[src/rtl/pre_mem_stage_pkg.sv]
// Shared widths, bus layouts and helpers for the pre-memory stage.
package pre_mem_stage_pkg;

    // Bus widths: per instruction 116 bits in, 113 bits out, 39 bits forwarded.
    localparam int ES_TO_PMS_BUS_WD   = 233;
    localparam int PMS_TO_MS_BUS_WD   = 227;
    localparam int PMS_FORWARD_BUS_WD = 79;

    // Bit positions inside store_type {sb,sh,sw,swl,swr}.
    localparam int ST_SB  = 4;
    localparam int ST_SH  = 3;
    localparam int ST_SW  = 2;
    localparam int ST_SWL = 1;
    localparam int ST_SWR = 0;

    // Bit positions inside load_type {lb,lbu,lh,lhu,lw,lwl,lwr}.
    localparam int LT_LB  = 6;
    localparam int LT_LBU = 5;
    localparam int LT_LH  = 4;
    localparam int LT_LHU = 3;
    localparam int LT_LW  = 2;
    localparam int LT_LWL = 1;
    localparam int LT_LWR = 0;

    localparam logic [1:0] SIZE_WORD = 2'd2;

    // One instruction as delivered by EX (MSB first).
    typedef struct packed {
        logic [4:0]  store_type;
        logic [6:0]  load_type;
        logic        res_from_mem;
        logic        mem_we;
        logic        gr_we;
        logic [4:0]  dest;
        logic [31:0] rt_value;
        logic [31:0] alu_result;
        logic [31:0] pc;
    } es_inst_t;

    // Whole group from EX: slot 2 above slot 1.
    typedef struct packed {
        logic     inst2_valid;
        es_inst_t inst2;
        es_inst_t inst1;
    } es_bus_t;

    // An instruction talks to the data cache if it loads or stores.
    function automatic logic needs_cache(input logic res_from_mem, input logic mem_we);
        return res_from_mem | mem_we;
    endfunction

endpackage

[src/rtl/pre_mem_stage_store_align.sv]
// Byte strobes and lane-shifted write data for one store slot.
module pre_mem_stage_store_align
    import pre_mem_stage_pkg::*;
(
    input  logic [4:0]  store_type_i,
    input  logic [1:0]  offset_i,
    input  logic [31:0] rt_value_i,
    output logic [3:0]  wstrb_o,
    output logic [31:0] wdata_o
);

    // Select lanes and place the register bytes for the store kind.
    always_comb begin
        wstrb_o = 4'b0000;
        wdata_o = rt_value_i;
        if (store_type_i[ST_SB]) begin
            wstrb_o = 4'b0001 << offset_i;
            wdata_o = {4{rt_value_i[7:0]}};
        end else if (store_type_i[ST_SH]) begin
            wstrb_o = offset_i[1] ? 4'b1100 : 4'b0011;
            wdata_o = {2{rt_value_i[15:0]}};
        end else if (store_type_i[ST_SW]) begin
            wstrb_o = 4'b1111;
            wdata_o = rt_value_i;
        end else if (store_type_i[ST_SWL]) begin
            // Upper register bytes land in the low lanes up to the offset.
            case (offset_i)
                2'd0:    begin wstrb_o = 4'b0001; wdata_o = {24'h000000, rt_value_i[31:24]}; end
                2'd1:    begin wstrb_o = 4'b0011; wdata_o = {16'h0000, rt_value_i[31:16]}; end
                2'd2:    begin wstrb_o = 4'b0111; wdata_o = {8'h00, rt_value_i[31:8]}; end
                default: begin wstrb_o = 4'b1111; wdata_o = rt_value_i; end
            endcase
        end else if (store_type_i[ST_SWR]) begin
            // Lower register bytes land from the offset lane upwards.
            case (offset_i)
                2'd0:    begin wstrb_o = 4'b1111; wdata_o = rt_value_i; end
                2'd1:    begin wstrb_o = 4'b1110; wdata_o = {rt_value_i[23:0], 8'h00}; end
                2'd2:    begin wstrb_o = 4'b1100; wdata_o = {rt_value_i[15:0], 16'h0000}; end
                default: begin wstrb_o = 4'b1000; wdata_o = {rt_value_i[7:0], 24'h000000}; end
            endcase
        end else begin
            wstrb_o = 4'b0000;
            wdata_o = rt_value_i;
        end
    end

endmodule

[src/rtl/pre_mem_stage.sv]
// Dual-issue stage between EX and MEM: holds the group until every cache
// request it needs has been accepted, then hands it to MEM.
module pre_mem_stage
    import pre_mem_stage_pkg::*;
(
    input  logic                          clk,
    input  logic                          reset,
    input  logic                          es_to_pms_valid,
    input  logic [ES_TO_PMS_BUS_WD-1:0]   es_to_pms_bus,
    output logic                          pms_allowin,
    input  logic                          ms_allowin,
    output logic                          pms_to_ms_valid,
    output logic [PMS_TO_MS_BUS_WD-1:0]   pms_to_ms_bus,
    output logic [PMS_FORWARD_BUS_WD-1:0] pms_forward_bus,
    output logic                          data_cache_valid_01,
    output logic                          data_cache_op_01,
    output logic [1:0]                    data_cache_size_01,
    output logic [3:0]                    data_cache_wstrb_01,
    output logic [31:0]                   data_cache_addr_01,
    output logic [31:0]                   data_cache_wdata_01,
    input  logic                          data_cache_addr_ok_01,
    output logic                          data_cache_valid_02,
    output logic                          data_cache_op_02,
    output logic [1:0]                    data_cache_size_02,
    output logic [3:0]                    data_cache_wstrb_02,
    output logic [31:0]                   data_cache_addr_02,
    output logic [31:0]                   data_cache_wdata_02,
    input  logic                          data_cache_addr_ok_02
);

    logic    pms_valid_q, pms_valid_d;
    es_bus_t bus_q, bus_d;
    es_bus_t in_bus_s;
    logic    need_1_s, need_2_s, ready_go_s, req_en_s;
    logic [3:0]  align_wstrb_1_s, align_wstrb_2_s;
    logic [31:0] align_wdata_1_s, align_wdata_2_s;

    assign in_bus_s = es_bus_t'(es_to_pms_bus);

    // Next-state for the valid flag and the held group.
    always_comb begin
        pms_valid_d = pms_valid_q;
        bus_d       = bus_q;
        if (pms_allowin) begin
            pms_valid_d = es_to_pms_valid;
        end else begin
            pms_valid_d = pms_valid_q;
        end
        if (es_to_pms_valid && pms_allowin) begin
            bus_d = in_bus_s;
        end else begin
            bus_d = bus_q;
        end
    end

    // Valid flag register, cleared by reset.
    always_ff @(posedge clk) begin
        if (reset) begin
            pms_valid_q <= 1'b0;
        end else begin
            pms_valid_q <= pms_valid_d;
        end
    end

    // Group payload register; contents are meaningless while invalid.
    always_ff @(posedge clk) begin
        bus_q <= bus_d;
    end

    // Handshake: a slot without a cache access never holds the group back.
    always_comb begin
        need_1_s   = pms_valid_q & needs_cache(bus_q.inst1.res_from_mem, bus_q.inst1.mem_we);
        need_2_s   = pms_valid_q & bus_q.inst2_valid
                   & needs_cache(bus_q.inst2.res_from_mem, bus_q.inst2.mem_we);
        ready_go_s = (~need_1_s | data_cache_addr_ok_01) & (~need_2_s | data_cache_addr_ok_02);
        // Requests only go out when MEM can take the group, so data_ok finds it there.
        req_en_s   = ms_allowin & ~reset;
        pms_allowin     = ~pms_valid_q | (ready_go_s & ms_allowin);
        pms_to_ms_valid = pms_valid_q & ready_go_s;
    end

    pre_mem_stage_store_align u_align_1 (
        .store_type_i (bus_q.inst1.store_type),
        .offset_i     (bus_q.inst1.alu_result[1:0]),
        .rt_value_i   (bus_q.inst1.rt_value),
        .wstrb_o      (align_wstrb_1_s),
        .wdata_o      (align_wdata_1_s)
    );

    pre_mem_stage_store_align u_align_2 (
        .store_type_i (bus_q.inst2.store_type),
        .offset_i     (bus_q.inst2.alu_result[1:0]),
        .rt_value_i   (bus_q.inst2.rt_value),
        .wstrb_o      (align_wstrb_2_s),
        .wdata_o      (align_wdata_2_s)
    );

    assign data_cache_valid_01 = need_1_s & req_en_s;
    assign data_cache_op_01    = bus_q.inst1.mem_we;
    assign data_cache_size_01  = SIZE_WORD;
    assign data_cache_wstrb_01 = bus_q.inst1.mem_we ? align_wstrb_1_s : 4'b0000;
    assign data_cache_addr_01  = {bus_q.inst1.alu_result[31:2], 2'b00};
    assign data_cache_wdata_01 = align_wdata_1_s;

    assign data_cache_valid_02 = need_2_s & req_en_s;
    assign data_cache_op_02    = bus_q.inst2.mem_we;
    assign data_cache_size_02  = SIZE_WORD;
    assign data_cache_wstrb_02 = bus_q.inst2.mem_we ? align_wstrb_2_s : 4'b0000;
    assign data_cache_addr_02  = {bus_q.inst2.alu_result[31:2], 2'b00};
    assign data_cache_wdata_02 = align_wdata_2_s;

    assign pms_to_ms_bus = {
        bus_q.inst2_valid,
        bus_q.inst2.load_type, bus_q.inst2.alu_result[1:0], bus_q.inst2.res_from_mem,
        bus_q.inst2.mem_we, bus_q.inst2.gr_we, bus_q.inst2.dest, bus_q.inst2.rt_value,
        bus_q.inst2.alu_result, bus_q.inst2.pc,
        bus_q.inst1.load_type, bus_q.inst1.alu_result[1:0], bus_q.inst1.res_from_mem,
        bus_q.inst1.mem_we, bus_q.inst1.gr_we, bus_q.inst1.dest, bus_q.inst1.rt_value,
        bus_q.inst1.alu_result, bus_q.inst1.pc
    };

    assign pms_forward_bus = {
        pms_valid_q,
        bus_q.inst1.res_from_mem, bus_q.inst1.gr_we, bus_q.inst1.dest, bus_q.inst1.alu_result,
        bus_q.inst2.res_from_mem, bus_q.inst2.gr_we, bus_q.inst2.dest, bus_q.inst2.alu_result
    };

endmodule

[config.mk]
export PLATFORM = sky130hd
export DESIGN_NAME = pre_mem_stage
export DESIGN_NICKNAME = d
export VERILOG_FILES = /design/src/rtl/pre_mem_stage_pkg.sv /design/src/rtl/pre_mem_stage_store_align.sv /design/src/rtl/pre_mem_stage.sv
export SDC_FILE = /design/constraint.sdc
export NUM_CORES = 1
export LEC_CHECK = 0
export BUFFER_PORTS_ARGS = -buffer_cell sky130_fd_sc_hd__buf_4
export CORE_AREA = 2 2 270 272
export DETAILED_ROUTE_END_ITERATION = 10
export DIE_AREA = 0 0 272 274
export SLEW_MARGIN = 15
export SYNTH_ARGS = -nofsm -noshare
export SYNTH_HDL_FRONTEND = slang
export SYNTH_SLANG_ARGS = --single-unit
[constraint.sdc]
create_clock -name clk -period 7.4 [get_ports clk]
set_input_delay 0.74 -clock clk [delete_from_list [all_inputs] [get_ports clk]]
set_output_delay 0.74 -clock clk [all_outputs]
set_load 0.02 [all_outputs]
==> results_dict.tcl, run 1 <==
set metrics [dict create \
    syn-cell-area_um2 12700 \
    vias_per_cell 4.00 \
    multiInputGateArea_um2 2620 \
    worst_pin_slew_ns 1.14 \
    rsz0062_at_grt "false" \
    worstSkewPairLatency_ns 0.60 \
    dp_slack_ns 4.13 \
    rows 99 \
    synth.distinct_cells 55 \
    clockBufferDepth 3 \
    crit_top_cell "buf_4" \
    antenna_found_initial 10 \
    drt_iter0_drc 709 \
    max_freq_mhz 258 \
    fin_crit_ns 3.87 \
    cts-root-buf "clkbuf_16" \
    grt_pass1_vias 9104 \
    outcome "finished, final reports clean" \
    grt_pass1_wl_mm 61.9 \
    tritoncts "built" \
    worstHoldPathCells 1 \
    clock-sinks 234 \
    finalClockSkew_ns 0.0367 \
    post_cts_buffers 0 \
    tns_ns 0 \
    regArea_um2 7020 \
    synthCells 1021 \
    drt-pass1-iter-count 5 \
    start_util 0.176 \
    yosys_warnings 0 \
    wire_per_inst_um 19.3 \
    die_h_um 274 \
    hold_viol_final 0 \
    crit_buf_inv 2 \
    ctsHoldBuffers 0 \
    cp.required_ns 6.66 \
    startpoint_type "register" \
    crit_type "register to output port" \
    layout_common_cells "687 x buf_4, 233 x edfxtp_1, 52 x nand2_1" \
    hp-class "input port to register" \
    crit_path_top_delay_cell "nor2b_1" \
    syn_to_final_growth_pct 33.8 \
    die-area_um2 74500 \
    synthTopCellsByArea "edfxtp_1 55%, buf_4 22%, mux4_2 2.7%" \
    fin_crit_sh 0.523 \
    synth-edff-count 233 \
    vias 9256 \
    ys_ff_latch 234 \
    ys_seq_area_frac 0.553 \
    path_depth 5 \
    drc 0 \
    yosys.area.top_type "edfxtp_1" \
    grt_overflow 0 \
    cpPeakStageDelay_ns 0.94 \
    grt_max_degree 125 \
    clkTransAtPathRegs_ns 0.07 \
    gp_congestion 0.881 \
    crit_family "simple AND/OR/NAND/NOR gates" \
    powerDensity_nw_per_um2 224 \
    die_w_um 272 \
    cp_max_fo 39 \
    crit_arrival_ns 3.13 \
    relSlewSlack 0.233 \
    ios 691 \
    synth_flop_cell "edfxtp_1" \
    fin_ws_ns 3.53 \
    core_um2 72000 \
    cp-end-kind "output port" \
    post-dp-hpwl_mm 34.5 \
    drt_wl_total_mm 44.6 \
    drive_gt1_frac 0.563 \
    cts_resized 0 \
    mostFrequentLayoutCell "buf_4" \
    grtUsageTotal 0.109 \
    htreeDepth 1 \
    ir_worst_vdd_mv 0.165 \
    fillCellCount 7572 \
    cp_cell_sequence "buf_4 -> nor2b_1 -> a32oi_1 -> o22ai_1 -> buf_4" \
    setup_viol 0 \
    ys_async_sr_fraction 0 \
    maxSlewViolCount 0 \
    cts_buffers 28 \
    r2r_cells 5 \
    holdWs_ns 0.315 \
    ant_nets 0 \
    cap_viol_max_count 0 \
    p_leak_nw 6.90 \
    final_nets 1566 \
    synth_top_area_share 0.552 \
    synth_area_per_cell_um2 12.4 \
    io_buffers 682 \
]
[cell type report]
class	instances	area share
clock buffers	29	0.0415
diodes	4	0.000590
clock inverters	23	0.0115
well taps	959	0.0707
flip-flops and latches	234	0.414
inverters	10	0.00221
multi-input cells	365	0.155
repair buffers	688	0.305
[routing by layer]
metal  global-route usage  wire [um]  up-vias
li1                     -          -     3978
met1                0.130      16600     4577
met2                0.186      21900      629
met3               0.0385       4860       64
met4               0.0294       1120        8
met5                    0         50        -
[registers in the layout, indices dropped and copies added (netlist names)]
signal              cells
data_cache_addr_01     30
bus_q                  10
pms_valid_q             1
data_cache_addr_02     30
pms_to_ms_bus         143
data_cache_op_02        1
pms_forward_bus        18
data_cache_op_01        1
[path summary, 6_finish.rpt]
| kind | from | slack (ns) | endpoint |
|---|---|---|---|
| worst max-delay path | pms_forward_bus[40]$_DFFE_PP_ | 3.53 | data_cache_wdata_01[18] |
| worst min-delay path | es_to_pms_bus[127] | 0.32 | pms_to_ms_bus[124]$_DFFE_PP_ |
| worst max register to register | data_cache_op_02$_DFFE_PP_ | 4.18 | pms_to_ms_bus[6]$_DFFE_PP_ |
| worst min register to register | pms_valid_q$_SDFFE_PP0P_ | 0.67 | pms_valid_q$_SDFFE_PP0P_ |
[synthesized netlist by cell type, types with 3 or more instances]
cell,number
a221o_1,16
and2_1,5
a21boi_0,5
a32oi_1,12
nand2b_1,3
mux2_2,4
a31oi_1,6
a22oi_1,11
clkbuf_1,21
nor3_1,7
inv_1,10
nor2b_1,12
nand2_1,52
o21ai_1,3
a2bb2oi_1,6
buf_4,375
mux2i_1,8
a22o_1,23
a21oi_1,26
a221oi_1,14
o21ai_0,21
o2bb2ai_1,6
edfxtp_1,233
buf_6,4
o211ai_1,6
and3_1,4
buf_2,16
o31ai_1,5
nor4_1,4
nand3b_1,5
nand3_1,6
nor2_1,28
mux4_2,15
o22ai_1,17
o21a_1,3
[power by group]
| group | internal, mW | switching [mW] | total [mW] |
|---|---|---|---|
| combinational | 0.341 | 0.434 | 0.775 |
| sequential | 1.56 | 0.100 | 1.66 |
| clock | 0.764 | 0.597 | 1.36 |
| total | 2.67 | 1.13 | 3.80 |
[metrics by stage]
| stage | std cells | power, mW | instance area [um^2] | utilization |
|---|---|---|---|---|
| after floorplan | 1027 | 2.19 | 12700 | - |
| after global placement | 2256 | 2.46 | 16100 | 0.223 |
| after detailed placement | 2256 | 2.47 | 16100 | 0.223 |
| after CTS | 2308 | 3.86 | 17000 | 0.236 |
| after global routing | 2308 | 3.95 | 17000 | 0.236 |
| final | 2312 | 3.80 | 17000 | 0.236 |
[worst reg2reg max path: stages, from the launching register on]
cell      delay (ns)
edfxtp_1        0.54
o211ai_1        0.29
o22ai_1         0.13
o21ai_0         0.37
and2_4          0.63
buf_4           0.82
[kinds of logic after synthesis]
group / share of synthesized area
compound gates: 0.112
buf+inv: 0.242
flops: 0.553
mux: 0.0386
other cells: 0.000592
simple gates: 0.0539
Power figures use the tool's default switching activity.
==> run 2, diff against run 1 <==
- clock period: 7.4 -> 3.7 ns (I/O delays scaled with it)
==> run 2 against run 1 <==
Clock power up 120%. Largest cell class is now buffers. Via count up 11%. Cell count up 11%. Combinational power up 130%. Hold slack worse by 0.26 ns.
==> results_dict.tcl, run 2 (synthesized netlist as in run 1, its figures left out) <==
set metrics [dict create \
    p_int_mw 5.73 \
    htreeDepth 1 \
    hp-class "input port to register" \
    die-area_um2 74500 \
    hold_viol_final 0 \
    core_um2 72000 \
    tritoncts "built" \
    fin_ws_ns 0.202 \
    hold_start "es_to_pms_valid" \
    vias 10300 \
    start_util 0.176 \
    maxSlewViolCount 0 \
    crit_top_cell "buf_4" \
    r2r-start "data_cache_op_02$_DFFE_PP_" \
    crit_type "register to output port" \
    finalClockSkew_ns 0.0405 \
    ctsHoldBuffers 234 \
    grtUsageTotal 0.120 \
    ant_nets 0 \
    p_clk_frac 0.365 \
    grt_overflow 0 \
    dp_slack_ns 0.826 \
    crit_path_top_delay_cell "nor4_1" \
    worstSkewPairLatency_ns 0.60 \
    p_switching_mw 2.33 \
    setup_viol 0 \
    cap_viol_max_count 0 \
    cts_resized 0 \
    ir_worst_vdd_mv 0.324 \
    reg2reg_slack_ns 1.06 \
    startpoint_type "register" \
    crit_buf_inv 2 \
    io_buffers 682 \
    cp.required_ns 3.33 \
    vias_per_cell 4.01 \
    final_nets 1819 \
    hold_path_end "pms_valid_q$_SDFFE_PP0P_" \
    tns_ns 0 \
    grt_max_degree 50 \
    clockBufferDepth 3 \
    antenna_found_initial 6 \
    rsz0062_at_grt "false" \
    drt-pass1-iter-count 5 \
    swShare 0.289 \
    die_h_um 274 \
    p_leak_nw 8.01 \
    gp_congestion 0.901 \
    powerDensity_nw_per_um2 413 \
    grt_pass1_wl_mm 68.4 \
    comb_power_share 0.220 \
    fin_crit_sh 0.945 \
    cpPeakStageDelay_ns 0.87 \
    mostFrequentLayoutCell "buf_4" \
    max_freq_mhz 286 \
    syn_to_final_growth_pct 54.1 \
    wire_per_inst_um 19.0 \
    rows 99 \
    die_w_um 272 \
    cp-end-kind "output port" \
    worstHoldPathCells 3 \
    relSlewSlack 0.252 \
    crit_arrival_ns 3.13 \
    drive_gt1_frac 0.485 \
    clock-sinks 234 \
    layout_common_cells "704 x buf_4, 234 x dlygate4sd3_1, 233 x edfxtp_1" \
    cts-root-buf "clkbuf_16" \
    crit_family "simple AND/OR/NAND/NOR gates" \
    outcome "finished, final reports clean" \
    fillCellCount 7361 \
    drc 0 \
    largest_reg_flops 143 \
    r2r-end "pms_to_ms_bus[137]$_DFFE_PP_" \
    post_cts_buffers 0 \
    worst_pin_slew_ns 1.11 \
    cts_buffers 28 \
    r2r_cells 5 \
    cp_cell_sequence "nand2b_1 -> nor4_1 -> buf_4 -> nand2_1 -> o21ai_0 -> buf_4" \
    finalPower_mw 8.06 \
    grt_pass1_vias 10400 \
    cp_max_fo 26 \
    drt_wl_total_mm 48.6 \
    drt_iter0_drc 795 \
    clkTransAtPathRegs_ns 0.06 \
    seq_power_share 0.415 \
    fin_crit_ns 3.50 \
    ios 691 \
    post-dp-hpwl_mm 35.8 \
]
run 2: tightest hold or removal path, delay by kind of cell:
family,cells,cell delay [ns]
compound gates,1,0.05
buf+inv,2,0.15
run 2: power groups by stage:
stage          combinational [mW]  sequential [mW]  clock (mW)
2_1_floorplan                1.10             3.27           0
3_3_place_gp                 1.56             3.39           0
3_5_place_dp                 1.56             3.39           0
4_1_cts                      1.78             3.34        3.03
5_1_grt                      1.87             3.36        3.12
6_report                     1.78             3.34        2.94
run 2: per-stage QoR:
step | cells | instance area (um^2) | hold slack [ns] | util
2_1_floorplan | 1027 | 12700 | 0.439 | -
3_3_place_gp | 2275 | 16200 | 0.547 | 0.225
3_5_place_dp | 2275 | 16200 | 0.549 | 0.225
4_1_cts | 2561 | 19500 | 0.0102 | 0.271
5_1_grt | 2561 | 19500 | 0.0263 | 0.271
6_report | 2562 | 19500 | 0.0552 | 0.271
run 2: cell type report:
cell class,count,area (um^2),area share
diodes,1,2.50,0.000128
clock buffers,31,712,0.0364
clock inverters,21,259,0.0133
inverters,10,37.5,0.00192
multi-input cells,365,2620,0.134
flip-flops and latches,234,7020,0.359
well taps,959,1200,0.0614
repair buffers,941,7690,0.393
run 2: worst max-delay path by stage:
| stage | startpoint | end | slack [ns] | cells after the start |
|---|---|---|---|---|
| finish | bus_q[112]$_DFFE_PP_ | data_cache_wdata_01[29] | 0.20 | 6 |
| global placement | bus_q[115]$_DFFE_PP_ | data_cache_wdata_01[29] | 0.85 | 6 |
| global route | bus_q[112]$_DFFE_PP_ | data_cache_wdata_01[31] | 0.04 | 5 |
| detailed placement | bus_q[115]$_DFFE_PP_ | data_cache_wdata_01[29] | 0.83 | 6 |
| floorplan | data_cache_op_02$_DFFE_PP_ | bus_q[111]$_DFFE_PP_ | 0.21 | 4 |
| CTS | bus_q[115]$_DFFE_PP_ | data_cache_wdata_01[29] | 0.21 | 6 |
run 2: layer usage:
metal	share of wire	GRT usage	wire length (um)	up-vias
met5	0.00056	0	27	-
met4	0.025	0.0334	1210	4
met3	0.082	0.0278	3980	69
met2	0.49	0.204	23800	639
met1	0.40	0.153	19600	5080
li1	-	-	-	4489
==> run 3, diff against run 2 <==
- CORE_AREA: 2 2 270 272 -> 2 2 265 267
- DIE_AREA: 0 0 272 274 -> 0 0 267 269
==> run 3 against run 2 <==
Sequential share of layout area grew 0.14 points. First-iteration DRC count shrank 4.0%. Sequential power is essentially flat. Combinational power is essentially flat. Power shrank 2.9%. Final area shrank 0.40%. Non-clock buffer count grew 1. Largest power group unchanged. Highest routed layer unchanged.
==> results_dict.tcl, run 3 (synthesized netlist as in run 1, its figures left out) <==
set metrics [dict create \
    grt.busiest_layer "met2" \
    max_freq_mhz 290 \
    clkTransAtPathRegs_ns 0.06 \
    powerDensity_nw_per_um2 402 \
    maxSlewViolCount 0 \
    syn_to_final_growth_pct 53.5 \
    hold_start "es_to_pms_valid" \
    cts-root-buf "clkbuf_16" \
    gp_congestion 0.859 \
    grt.met1_usage 0.149 \
    die_h_um 269 \
    drt_wl_total_mm 47.7 \
    cap_viol_max_count 0 \
    tns_ns 0 \
    crit_buf_inv 1 \
    swShare 0.294 \
    post-dp-hpwl_mm 35.4 \
    cts_buffers 28 \
    r2r-start "data_cache_op_01$_DFFE_PP_" \
    wire_per_inst_um 18.7 \
    outcome "finished, final reports clean" \
    placed_area_um2 16200 \
    globalRouteMet2Util 0.202 \
    antenna_found_initial 5 \
    dp_slack_ns 0.929 \
    ir_worst_vdd_mv 0.395 \
    drc 0 \
    holdWs_ns 0.0541 \
    tritoncts "built" \
    fin_area_um2 19500 \
    crit_path_top_delay_cell "edfxtp_1" \
    die-area_um2 71800 \
    p_int_mw 5.53 \
    vias 10300 \
    hold_viol_final 0 \
    fin_ws_ns 0.253 \
    worstSetupStartpoint "pms_forward_bus[40]$_DFFE_PP_" \
    mostFrequentLayoutCell "buf_4" \
    cpPeakStageDelay_ns 0.92 \
    worstSkewPairLatency_ns 0.60 \
    fin_crit_sh 0.932 \
    clockBufferDepth 3 \
    setup_viol 0 \
    ant_nets 0 \
    rows 97 \
    globalRouteMet3Util 0.0342 \
    grt_pass1_wl_mm 66.0 \
    grtUsageTotal 0.121 \
    drt-pass1-iter-count 5 \
    grt_max_degree 86 \
    cp.required_ns 3.33 \
    ctsHoldBuffers 234 \
    ios 691 \
    final_nets 1820 \
    relSlewSlack 0.293 \
    clock-sinks 234 \
    p_leak_nw 7.99 \
    layout_common_cells "703 x buf_4, 234 x dlygate4sd3_1, 233 x edfxtp_1" \
    finalClockSkew_ns 0.0304 \
    vias_per_cell 4.04 \
    startpoint_type "register" \
    finalPower_mw 7.83 \
    drt_iter0_drc 763 \
    fillCellCount 7028 \
    cp_max_fo 26 \
    cp_cell_sequence "nand3_1 -> a21oi_1 -> a221oi_1 -> o21ai_0 -> buf_4" \
    crit_arrival_ns 3.08 \
    grt_pass1_vias 10300 \
    io_buffers 682 \
    cp-end-kind "output port" \
    grt_overflow 0 \
    p_switching_mw 2.30 \
    core_um2 69300 \
    fin_crit_ns 3.45 \
    post_cts_buffers 0 \
    die_w_um 267 \
    p_clk_frac 0.345 \
    worst_pin_slew_ns 1.05 \
    comb_power_share 0.229 \
    crit_type "register to output port" \
    cts_resized 0 \
    rsz0062_at_grt "false" \
    seq_power_share 0.426 \
    drive_gt1_frac 0.483 \
    hp-class "input port to register" \
    largest_reg_flops 143 \
    crit_family "compound AO/OA/AOI/OAI gates" \
    htreeDepth 1 \
    start_util 0.183 \
]
==> run 3: cell count changes in the layout (fill, tap and decap cells not counted), sizes merged <==
cell      change
buf           +1
bufinv        -3
clkbuf        +4
clkinv        -1
clkinvlp      -2
diode         +1
inv           +1
==> run 3: path summary, 6_finish.rpt <==
check | end | slack, ns | cells after the start
max | data_cache_wdata_01[26] | 0.25 | 5
min | pms_valid_q$_SDFFE_PP0P_ | 0.05 | 3
max reg2reg | pms_to_ms_bus[221]$_DFFE_PP_ | 1.21 | 5
min reg2reg | pms_valid_q$_SDFFE_PP0P_ | 0.66 | 2
==> run 3: per-layer routing <==
metal / vias to the layer above / part of all wire
met2: 618 / 0.49
met5: - / 0.00073
met1: 5086 / 0.39
li1: 4486 / -
met3: 85 / 0.091
met4: 6 / 0.032
==> run 3: area by class of cell <==
| class | instances | area (um^2) | area share |
|---|---|---|---|
| Inverter | 10 | 37.5 | 0.00193 |
| Antenna cell | 2 | 5.00 | 0.000257 |
| Multi-Input combinational cell | 365 | 2620 | 0.135 |
| Clock buffer | 35 | 727 | 0.0374 |
| Clock inverter | 16 | 155 | 0.00797 |
| Timing Repair Buffer | 942 | 7720 | 0.397 |
| Sequential cell | 234 | 7020 | 0.361 |
| Tap cell | 940 | 1180 | 0.0604 |
==> run 3: through the flow <==
stage | cells | utilization
2_1_floorplan | 1027 | -
3_3_place_gp | 2257 | 0.234
3_5_place_dp | 2257 | 0.234
4_1_cts | 2542 | 0.281
5_1_grt | 2544 | 0.281
6_report | 2544 | 0.281
==> run 3: worst register-to-register path: cells and delay by family (launching register included) <==
kind                   cells  cell delay (ns)
AND/OR/NAND/NOR            2             0.67
AO/OA/AOI/OAI              2             0.41
flip-flops                 1             0.53
buffers and inverters      1             0.40
==> run 3: power groups by stage <==
stage	combinational (mW)	sequential (mW)	clock, mW
after floorplan	1.10	3.27	0
after detailed placement	1.58	3.38	0
final	1.80	3.33	2.70
after global placement	1.57	3.38	0
after CTS	1.79	3.33	2.79
after global routing	1.89	3.35	2.89
